File: config.mk
export PLATFORM = sky130hd
export DESIGN_NAME = pipe_ifid_queue
export DESIGN_NICKNAME = d
export VERILOG_FILES = /design/src/rtl/pipe_ifid_queue.sv
export SDC_FILE = /design/constraint.sdc
export NUM_CORES = 1
export LEC_CHECK = 0
export BUFFER_PORTS_ARGS = -buffer_cell sky130_fd_sc_hd__buf_4
export CAP_MARGIN = 20
export CORE_AREA = 2 2 149 151
export CTS_CLUSTER_DIAMETER = 80
export DETAILED_ROUTE_END_ITERATION = 10
export DIE_AREA = 0 0 151 153
export GPL_TIMING_DRIVEN = 0
export PLACE_DENSITY = 0.78
export SYNTH_ARGS = -nofsm -noshare
export SYNTH_HDL_FRONTEND = slang
export SYNTH_SLANG_ARGS = --single-unit
export TNS_END_PERCENT = 10
File: constraint.sdc
create_clock -name clock -period 2.5 [get_ports clock]
set_input_delay 0 -clock clock [delete_from_list [all_inputs] [get_ports clock]]
set_output_delay 0 -clock clock [all_outputs]
set_load 0.02 [all_outputs]
File: src/rtl/pipe_ifid_queue.sv
//==============================================================================
// Module   : pipe_ifid_queue
// Brief    : First-word-fall-through instruction queue between IF and ID.
//            IF pushes {pc4, ins}; ID pops the head. in_ready doubles as the
//            PC-register write enable, so the PC advances only when a fetched
//            word is accepted. A redirect (flush) discards every entry.
//            Optional statistics counters are built when IFQ_STATS_EN is
//            defined (stall_cycles, flush_count outputs).
// Revision : 1.0 - initial release
//==============================================================================
`default_nettype none

module pipe_ifid_queue #(
  parameter int DEPTH = 4,
  parameter int AW    = 2
) (
  input  logic          clock,
  input  logic          reset,
  input  logic          in_valid,
  input  logic [31:0]   in_pc4,
  input  logic [31:0]   in_ins,
  output logic          in_ready,
  input  logic          flush,
  input  logic          out_ready,
  output logic          out_valid,
  output logic [31:0]   out_pc4,
  output logic [31:0]   out_ins,
  output logic [AW:0]   count
`ifdef IFQ_STATS_EN
  ,
  output logic [31:0]   stall_cycles,
  output logic [15:0]   flush_count
`endif
);

  localparam logic [AW:0]   c_full    = (AW+1)'(DEPTH);
  localparam logic [AW:0]   c_cnt_one = (AW+1)'(1);
  localparam logic [AW-1:0] c_ptr_one = AW'(1);

  logic [63:0]   mem_q [DEPTH];
  logic [AW-1:0] rd_ptr_q, rd_ptr_d;
  logic [AW-1:0] wr_ptr_q, wr_ptr_d;
  logic [AW:0]   count_q,  count_d;

  logic w_push;
  logic w_pop;
  logic w_nonempty;

  // Handshake decode: full blocks input with no pass-through, flush blocks both sides.
  always_comb begin
    w_nonempty = (count_q != '0);
    in_ready   = (count_q < c_full) & ~flush;
    out_valid  = w_nonempty & ~flush;
    w_push     = in_valid & in_ready;
    w_pop      = out_valid & out_ready;
    if (w_nonempty) begin
      out_pc4 = mem_q[rd_ptr_q][63:32];
      out_ins = mem_q[rd_ptr_q][31:0];
    end else begin
      out_pc4 = '0;
      out_ins = '0;
    end
    count = count_q;
  end

  // Next-state pointers and occupancy; flush wins over any push/pop.
  always_comb begin
    rd_ptr_d = rd_ptr_q;
    wr_ptr_d = wr_ptr_q;
    count_d  = count_q;
    if (flush) begin
      rd_ptr_d = '0;
      wr_ptr_d = '0;
      count_d  = '0;
    end else begin
      if (w_push) wr_ptr_d = wr_ptr_q + c_ptr_one;
      if (w_pop)  rd_ptr_d = rd_ptr_q + c_ptr_one;
      if (w_push && !w_pop)      count_d = count_q + c_cnt_one;
      else if (w_pop && !w_push) count_d = count_q - c_cnt_one;
    end
  end

  // Pointer and count registers with synchronous reset.
  always_ff @(posedge clock) begin
    if (reset) begin
      rd_ptr_q <= '0;
      wr_ptr_q <= '0;
      count_q  <= '0;
    end else begin
      rd_ptr_q <= rd_ptr_d;
      wr_ptr_q <= wr_ptr_d;
      count_q  <= count_d;
    end
  end

  // Storage write; contents need no reset because count gates visibility.
  always_ff @(posedge clock) begin
    if (w_push) begin
      mem_q[wr_ptr_q] <= {in_pc4, in_ins};
    end
  end

`ifdef IFQ_STATS_EN
  logic [31:0] stall_q;
  logic [15:0] flushes_q;

  // Saturating counters of ID-stall cycles and redirect cycles.
  always_ff @(posedge clock) begin
    if (reset) begin
      stall_q   <= '0;
      flushes_q <= '0;
    end else begin
      if (out_valid && !out_ready && (stall_q != '1)) stall_q <= stall_q + 32'd1;
      if (flush && (flushes_q != '1))                 flushes_q <= flushes_q + 16'd1;
    end
  end

  assign stall_cycles = stall_q;
  assign flush_count  = flushes_q;
`endif

endmodule

`default_nettype wire
-- After elaboration in Yosys (flattened, before gate mapping)
Memory sizes are Yosys's and may differ from the RTL's. A register that Yosys moved wholly into a read port is not among the register bits.
Index checks and enable logic that the tools add are counted.
- bits in registers: 7
- memory bits (writable): 256
- input port bits: 69
- output and inout port bits: 69
- word-level logic and storage cells: 29
- memories kept: 1
- memory list (name ; words ; width ; rd ports ; clocked after Yosys merged registers in ; wr ports ; line ; source):
    mem_q ; 4 ; 64 ; 1 ; 1 ; 1 ; 40 ; logic [63:0] mem_q [DEPTH];
- add/subtract/negate cells: 4
- $lt $le $gt $ge: 1
- muxes and demuxes: 8
- bitwise operators: 5
- reduce and logical (&&, ||, !) cells: 7
- operator list (cell ; count):
    32-bit two-way mux ; 2
    3-bit two-way mux ; 2
    2-bit by 1-bit adder with 2-bit output (second input constant) ; 2
    1-bit bitwise AND ; 4
    2-bit two-way mux ; 2
    3-bit by 1-bit adder with 3-bit output (second input constant) ; 1
    3-bit less-than comparator (second input constant) ; 1
    3-bit nonzero test ; 1
    3-bit by 1-bit subtractor with 3-bit output (second input constant) ; 1
    1-bit logical AND ; 2
    1-bit zero test ; 2
    1-bit two-way mux ; 2
    2-bit nonzero test ; 1
    2-bit OR reduction ; 1
    1-bit inverter ; 1

-- Logic depth before layout (Yosys ltp)
- word-level depth: 7
- mapped depth: 8
- gate-level depth less buffers: 8

-- Worst setup path before layout
Ideal clock, no wire load.
- path type: register to register
- from: reg count_q[2], in the netlist count[2]
- to: mem mem_q[1][0], enable pin
- library setup time: 429 ps
- data arrival time: 2376 ps
- setup slack: -304 ps
- cell stages (with the launch flop): 3
- clock period less this slack: 2804 ps
- cells stage by stage: dfxtp_1 > nor3b_2 > and2_1
- cells in the longest elaborated chain, start to end: 5
- ends and longest elaborated chain (element ; line ; source):
    start: declaration ; 43 ; logic [AW:0] count_q, count_d;
    start signal: assignment ; 92 ; count_q <= count_d;
    3-bit less-than comparator ; 52 ; in_ready = (count_q < c_full) & ~flush;
    1-bit bitwise AND ; 52 ;
    1-bit bitwise AND ; 54 ; w_push = in_valid & in_ready;
    via w_push ; 45 ; logic w_push;
    1-bit two-way mux ; 98 ; if (w_push) begin
    1-bit two-way mux (implied by the code) ; 99 ; mem_q[wr_ptr_q] <= {in_pc4, in_ins};
    end: declaration ; 40 ;
The timed path passes the listed nets, and every way through them passes these cells.

-- Worst setup path in the final report
- from: reg count_q[0], in the netlist count[0]
- to: reg count_q[2], in the netlist count[2]
- cells in the longest elaborated chain, start to end: 6
- elaborated cells on any way between the ends: 15
- those cells by class: add/sub (2); order compare (1); mux (2); bitwise (4); reduce/logical (6)
- ends and longest elaborated chain (element ; line):
    3-bit less-than comparator / 3-bit nonzero test (equally long branches) ; 52, 51
    1-bit bitwise AND, on equally long branches ; 52, 53
    1-bit bitwise AND, on equally long branches ; 54, 55
    1-bit zero test, on equally long branches ; 79, 78
    1-bit logical AND, on equally long branches ; 79, 78
    2-bit nonzero test (no line) / 3-bit two-way mux (equally long branches) ; n/a
Several ways; a longest one is shown, not always the timed one. The select of a mux whose other input is x is not followed.
A chain may end at the register's enable or synchronous reset.

==> flow_summary.json <==
{
  "max_stage_delay_ns": 0.41,
  "grt_first_pass_wirelength_um": 30500,
  "hold_path.class": "in -> reg",
  "ys_ff_latch": 265,
  "worst_hold_path.endpoint": "wr_ptr_q[0]$_SDFFE_PP0P_",
  "timing.hold.worst_path_depth": 4,
  "drt_first_pass_iters": 4,
  "synth_compound_area_share_pct": 0.271,
  "worst-slew-pin-transition_ns": 0.531,
  "cts.repair_timing.setup_buffer_count": 0,
  "dominant_combinational_cell_family_by_area_after_synthesis": "multiplexers",
  "timing.slew.headroom_pct": 64.6,
  "finalWorstSetupSlack_ns": 0.152,
  "synthToLayoutAreaGrowth_pct": 29.1,
  "worst-endpoint-arrival_ns": 2.78,
  "gp_congestion": 0.714,
  "dp.final_hpwl_um": 12000,
  "setup_tns_ns": 0,
  "cts.path.max_buffers": 3,
  "distinct_cells_synth": 26,
  "holdCritStartpoint": "in_valid",
  "synth_warnings": 0,
  "worst_ep_required_time_ns": 2.94,
  "grt_pass1_vias": 5644,
  "detail_route.wirelength_um": 19600,
  "fin_total_pwr_uw": 9330,
  "period_minus_slack_ns": 2.35,
  "synthAdderAreaFrac_pct": 0.814,
  "drt-initial-drc-count": 249,
  "cts_tree": "yes",
  "ctsRootBufferMaster": "sky130_fd_sc_hd__clkbuf_16",
  "floorplan.initialDensity_pct": 47.2,
  "reg2reg_setup_slack_ns": 0.15,
  "synth_area_um2": 10100,
  "boundaryPins": 138,
  "synth_flop_cell": "sky130_fd_sc_hd__edfxtp_1",
  "post_synth_xor_area_fraction_pct": 0.345,
  "design.core.area_um2": 21500,
  "p_per_area_nw_per_um2": 713,
  "overall_global_routing_usage_pct": 17.2,
  "setup_crit_path_kind": "reg -> reg",
  "critical-path-slowest-cell": "sky130_fd_sc_hd__fa_1",
  "finalClockSkew_ns": 0.0133,
  "power.ir.vdd_worst_v": 0.000558,
  "cp_max_fo": 5,
  "buffer_ports.inserted": 137,
  "die_width_um": 151,
  "fin_nets": 765,
  "clock_buffer_count_from_cts": 27,
  "vias": 5112,
  "die_area_um2": 23100,
  "dpl_worst_slack_ns": 0.145,
  "final-hold-violation-count": 0,
  "clock_insertion_delay_worst_skew_ns": 0.52,
  "path_delay_family": "adder cells",
  "critPathCaptureType": "flop",
  "run_status": "completed",
  "grt_antenna_before_repair": 0,
  "num_antenna_cells": 0,
  "clkSlewWorstSetupHoldPaths_ns": 0.06,
  "post_detailed_route_via_to_cell_ratio": 5.18,
  "die-height_um": 153,
  "async_flop_share_pct": 0,
  "worst_r2r_endpoint": "count[2]$_SDFFE_PP0P_",
  "remaining_drc_errors": 0,
  "maximum_number_of_pins_on_one_net_before_global_route_repair": 41,
  "setup_viol_count_final": 0,
  "mapped_nets": 529,
  "final-max-slew-violation-count": 0,
  "synthCells": 454,
  "syn_avg_cell_area_um2": 22.4,
  "layout_worst_path_cycle_share_pct": 93.9,
  "drive_above_1_share_pct": 37.3,
  "register_area_share_after_synthesis_pct": 77.5,
  "number_of_enable_flip_flop_cells_after_synthesis": 256,
  "core.rowCount": 54,
  "max_capacitance_violation_count": 0,
  "critPathBufInv": 1,
  "cts.sink_count": 265,
  "drtAntennaViolNets": 0,
  "reg2regPathDepth": 8,
  "yosys-mux-area-fraction_pct": 14.4,
  "global_route.overflow_total": 0,
  "rr_startpoint": "count[0]$_SDFFE_PP0P_",
  "maxClockFrequency_mhz": 426,
  "power.static_leakage_uw": 0.00448,
  "design_area_um2": 13100,
  "cts-htree-levels": 1,
  "dpl_cell_area_um2": 11600,
  "routedWlPerCell_um": 19.8,
  "rsz0062_at_grt": "false",
  "crit_chain": "o31ai_2 > or2_2 > ha_1 > inv_1 > fa_1 > xor2_1 > or3_1 > a21oi_1",
  "crit_path_start_kind": "flop",
  "share_of_synthesized_cell_area_in_and_or_nand_and_nor_gates_pct": 5.07
}
[layer usage]
metal | share of wire (%) | up-vias | wire (um) | global-route usage [%]
met5 | 0 | - | 0 | 0
li1 | - | 2304 | - | -
met1 | 41 | 2612 | 8020 | 22.8
met3 | 6.3 | 24 | 1230 | 3.37
met4 | 1.3 | 0 | 249 | 3.52
met2 | 51 | 172 | 10100 | 29.9
[cells in the final DEF, fill, tap and decap left out, types with 3 or more instances in the layout]
| cell | n |
|---|---|
| sky130_fd_sc_hd__buf_2 | 6 |
| sky130_fd_sc_hd__dfxtp_1 | 9 |
| sky130_fd_sc_hd__buf_16 | 4 |
| sky130_fd_sc_hd__clkbuf_1 | 14 |
| sky130_fd_sc_hd__and2_4 | 4 |
| sky130_fd_sc_hd__clkbuf_16 | 27 |
| sky130_fd_sc_hd__nor2_1 | 8 |
| sky130_fd_sc_hd__dlygate4sd3_1 | 66 |
| sky130_fd_sc_hd__and2b_1 | 6 |
| sky130_fd_sc_hd__buf_4 | 138 |
| sky130_fd_sc_hd__mux4_2 | 64 |
| sky130_fd_sc_hd__inv_1 | 3 |
| sky130_fd_sc_hd__xor2_1 | 3 |
| sky130_fd_sc_hd__edfxtp_1 | 256 |
| sky130_fd_sc_hd__ha_1 | 5 |
| sky130_fd_sc_hd__clkinv_2 | 5 |
| sky130_fd_sc_hd__clkinv_1 | 4 |
| sky130_fd_sc_hd__buf_6 | 7 |
| sky130_fd_sc_hd__nor2b_1 | 58 |
[cell usage after synthesis, types with 2 or more instances]
cell type / instances / area, um^2
sky130_fd_sc_hd__or2_2: 2 / 12.5
sky130_fd_sc_hd__buf_6: 7 / 78.8
sky130_fd_sc_hd__edfxtp_1: 256 / 7690
sky130_fd_sc_hd__and2b_1: 6 / 45.0
sky130_fd_sc_hd__xor2_1: 3 / 26.3
sky130_fd_sc_hd__buf_2: 6 / 30.0
sky130_fd_sc_hd__o21ai_0: 2 / 10.0
sky130_fd_sc_hd__dfxtp_1: 9 / 180
sky130_fd_sc_hd__and2_1: 4 / 25.0
sky130_fd_sc_hd__clkbuf_1: 7 / 26.3
sky130_fd_sc_hd__mux4_2: 64 / 1440
sky130_fd_sc_hd__a21oi_1: 2 / 10.0
sky130_fd_sc_hd__inv_1: 3 / 11.3
sky130_fd_sc_hd__ha_1: 5 / 62.6
sky130_fd_sc_hd__or3_1: 2 / 12.5
sky130_fd_sc_hd__nor2b_1: 58 / 363
sky130_fd_sc_hd__nor2_1: 8 / 30.0
sky130_fd_sc_hd__mux2i_1: 2 / 20.0
[worst reg2reg max path, stage by stage, from the launching register on]
cell and delay (ns):
sky130_fd_sc_hd__dfxtp_1 0.40, sky130_fd_sc_hd__o31ai_2 0.34, sky130_fd_sc_hd__or2_2 0.16, sky130_fd_sc_hd__ha_1 0.19
sky130_fd_sc_hd__inv_1 0.08, sky130_fd_sc_hd__fa_1 0.41, sky130_fd_sc_hd__xor2_1 0.20, sky130_fd_sc_hd__or3_1 0.33
sky130_fd_sc_hd__a21oi_1 0.16
[flip-flops by register name, summed over array words and instances, names as in the netlist, named ones only]
signal,count
count,3
mem_q,256
rd_ptr_q,2
wr_ptr_q,2
[cells by family (layout without fill, tap and decap cells)]
group                    count (synthesis)  after routing
multiplexers                            66             66
buffers and inverters                   25            277
AO/OA/AOI/OAI                            5              5
XOR/XNOR                                 4              4
adder cells (fa/ha/maj)                  6              6
AND/OR/NAND/NOR                         83             83
flip-flops                             265            265
[cell type report]
| class | instances | area [um^2] |
|---|---|---|
| Inverter | 3 | 11.3 |
| Fill cell | 1529 | 8390 |
| Sequential cell | 265 | 7870 |
| Clock inverter | 10 | 70.1 |
| Clock buffer | 35 | 706 |
| Timing Repair Buffer | 207 | 1800 |
| Tap cell | 280 | 350 |
| Multi-Input combinational cell | 164 | 2140 |
| Buffer | 22 | 149 |
[how the worst max path moves through the flow]
stage	slack, ns	start	endpoint	depth (start not counted)
floorplan	-0.30	count[2]$_SDFFE_PP0P_	mem_q[3][0]$_DFFE_PP_	2
global placement	-1.50	count[2]$_SDFFE_PP0P_	mem_q[0][23]$_DFFE_PP_	2
detailed placement	0.14	count[2]$_SDFFE_PP0P_	count[2]$_SDFFE_PP0P_	7
CTS	0.08	count[0]$_SDFFE_PP0P_	out_ins[3]	5
global route	0.05	count[2]$_SDFFE_PP0P_	count[2]$_SDFFE_PP0P_	7
finish	0.15	count[0]$_SDFFE_PP0P_	count[2]$_SDFFE_PP0P_	8
[power by group]
| part | internal [uW] | switching, uW | total [uW] |
|---|---|---|---|
| logic | 396 | 400 | 796 |
| registers | 4950 | 22.2 | 4970 |
| clock network | 2070 | 1500 | 3570 |
| total | 7410 | 1920 | 9330 |
[timing repair]
item	CTS	global route
hold endpoints to repair	262	0
hold buffers	66	0
setup endpoints to repair	0	4
resized for setup	0	4
[through the flow]
step | std cells | util [%] | hold slack, ns
after detailed placement | 875 | 54.2 | 0.203
after global placement | 871 | 53.7 | 0.198
final | 986 | 60.9 | 0.00168
after floorplan | 454 | - | 0.0749
after global routing | 986 | 60.9 | 0.0129
after CTS | 986 | 60.9 | 0.0218
Power figures use the tool's default switching activity.
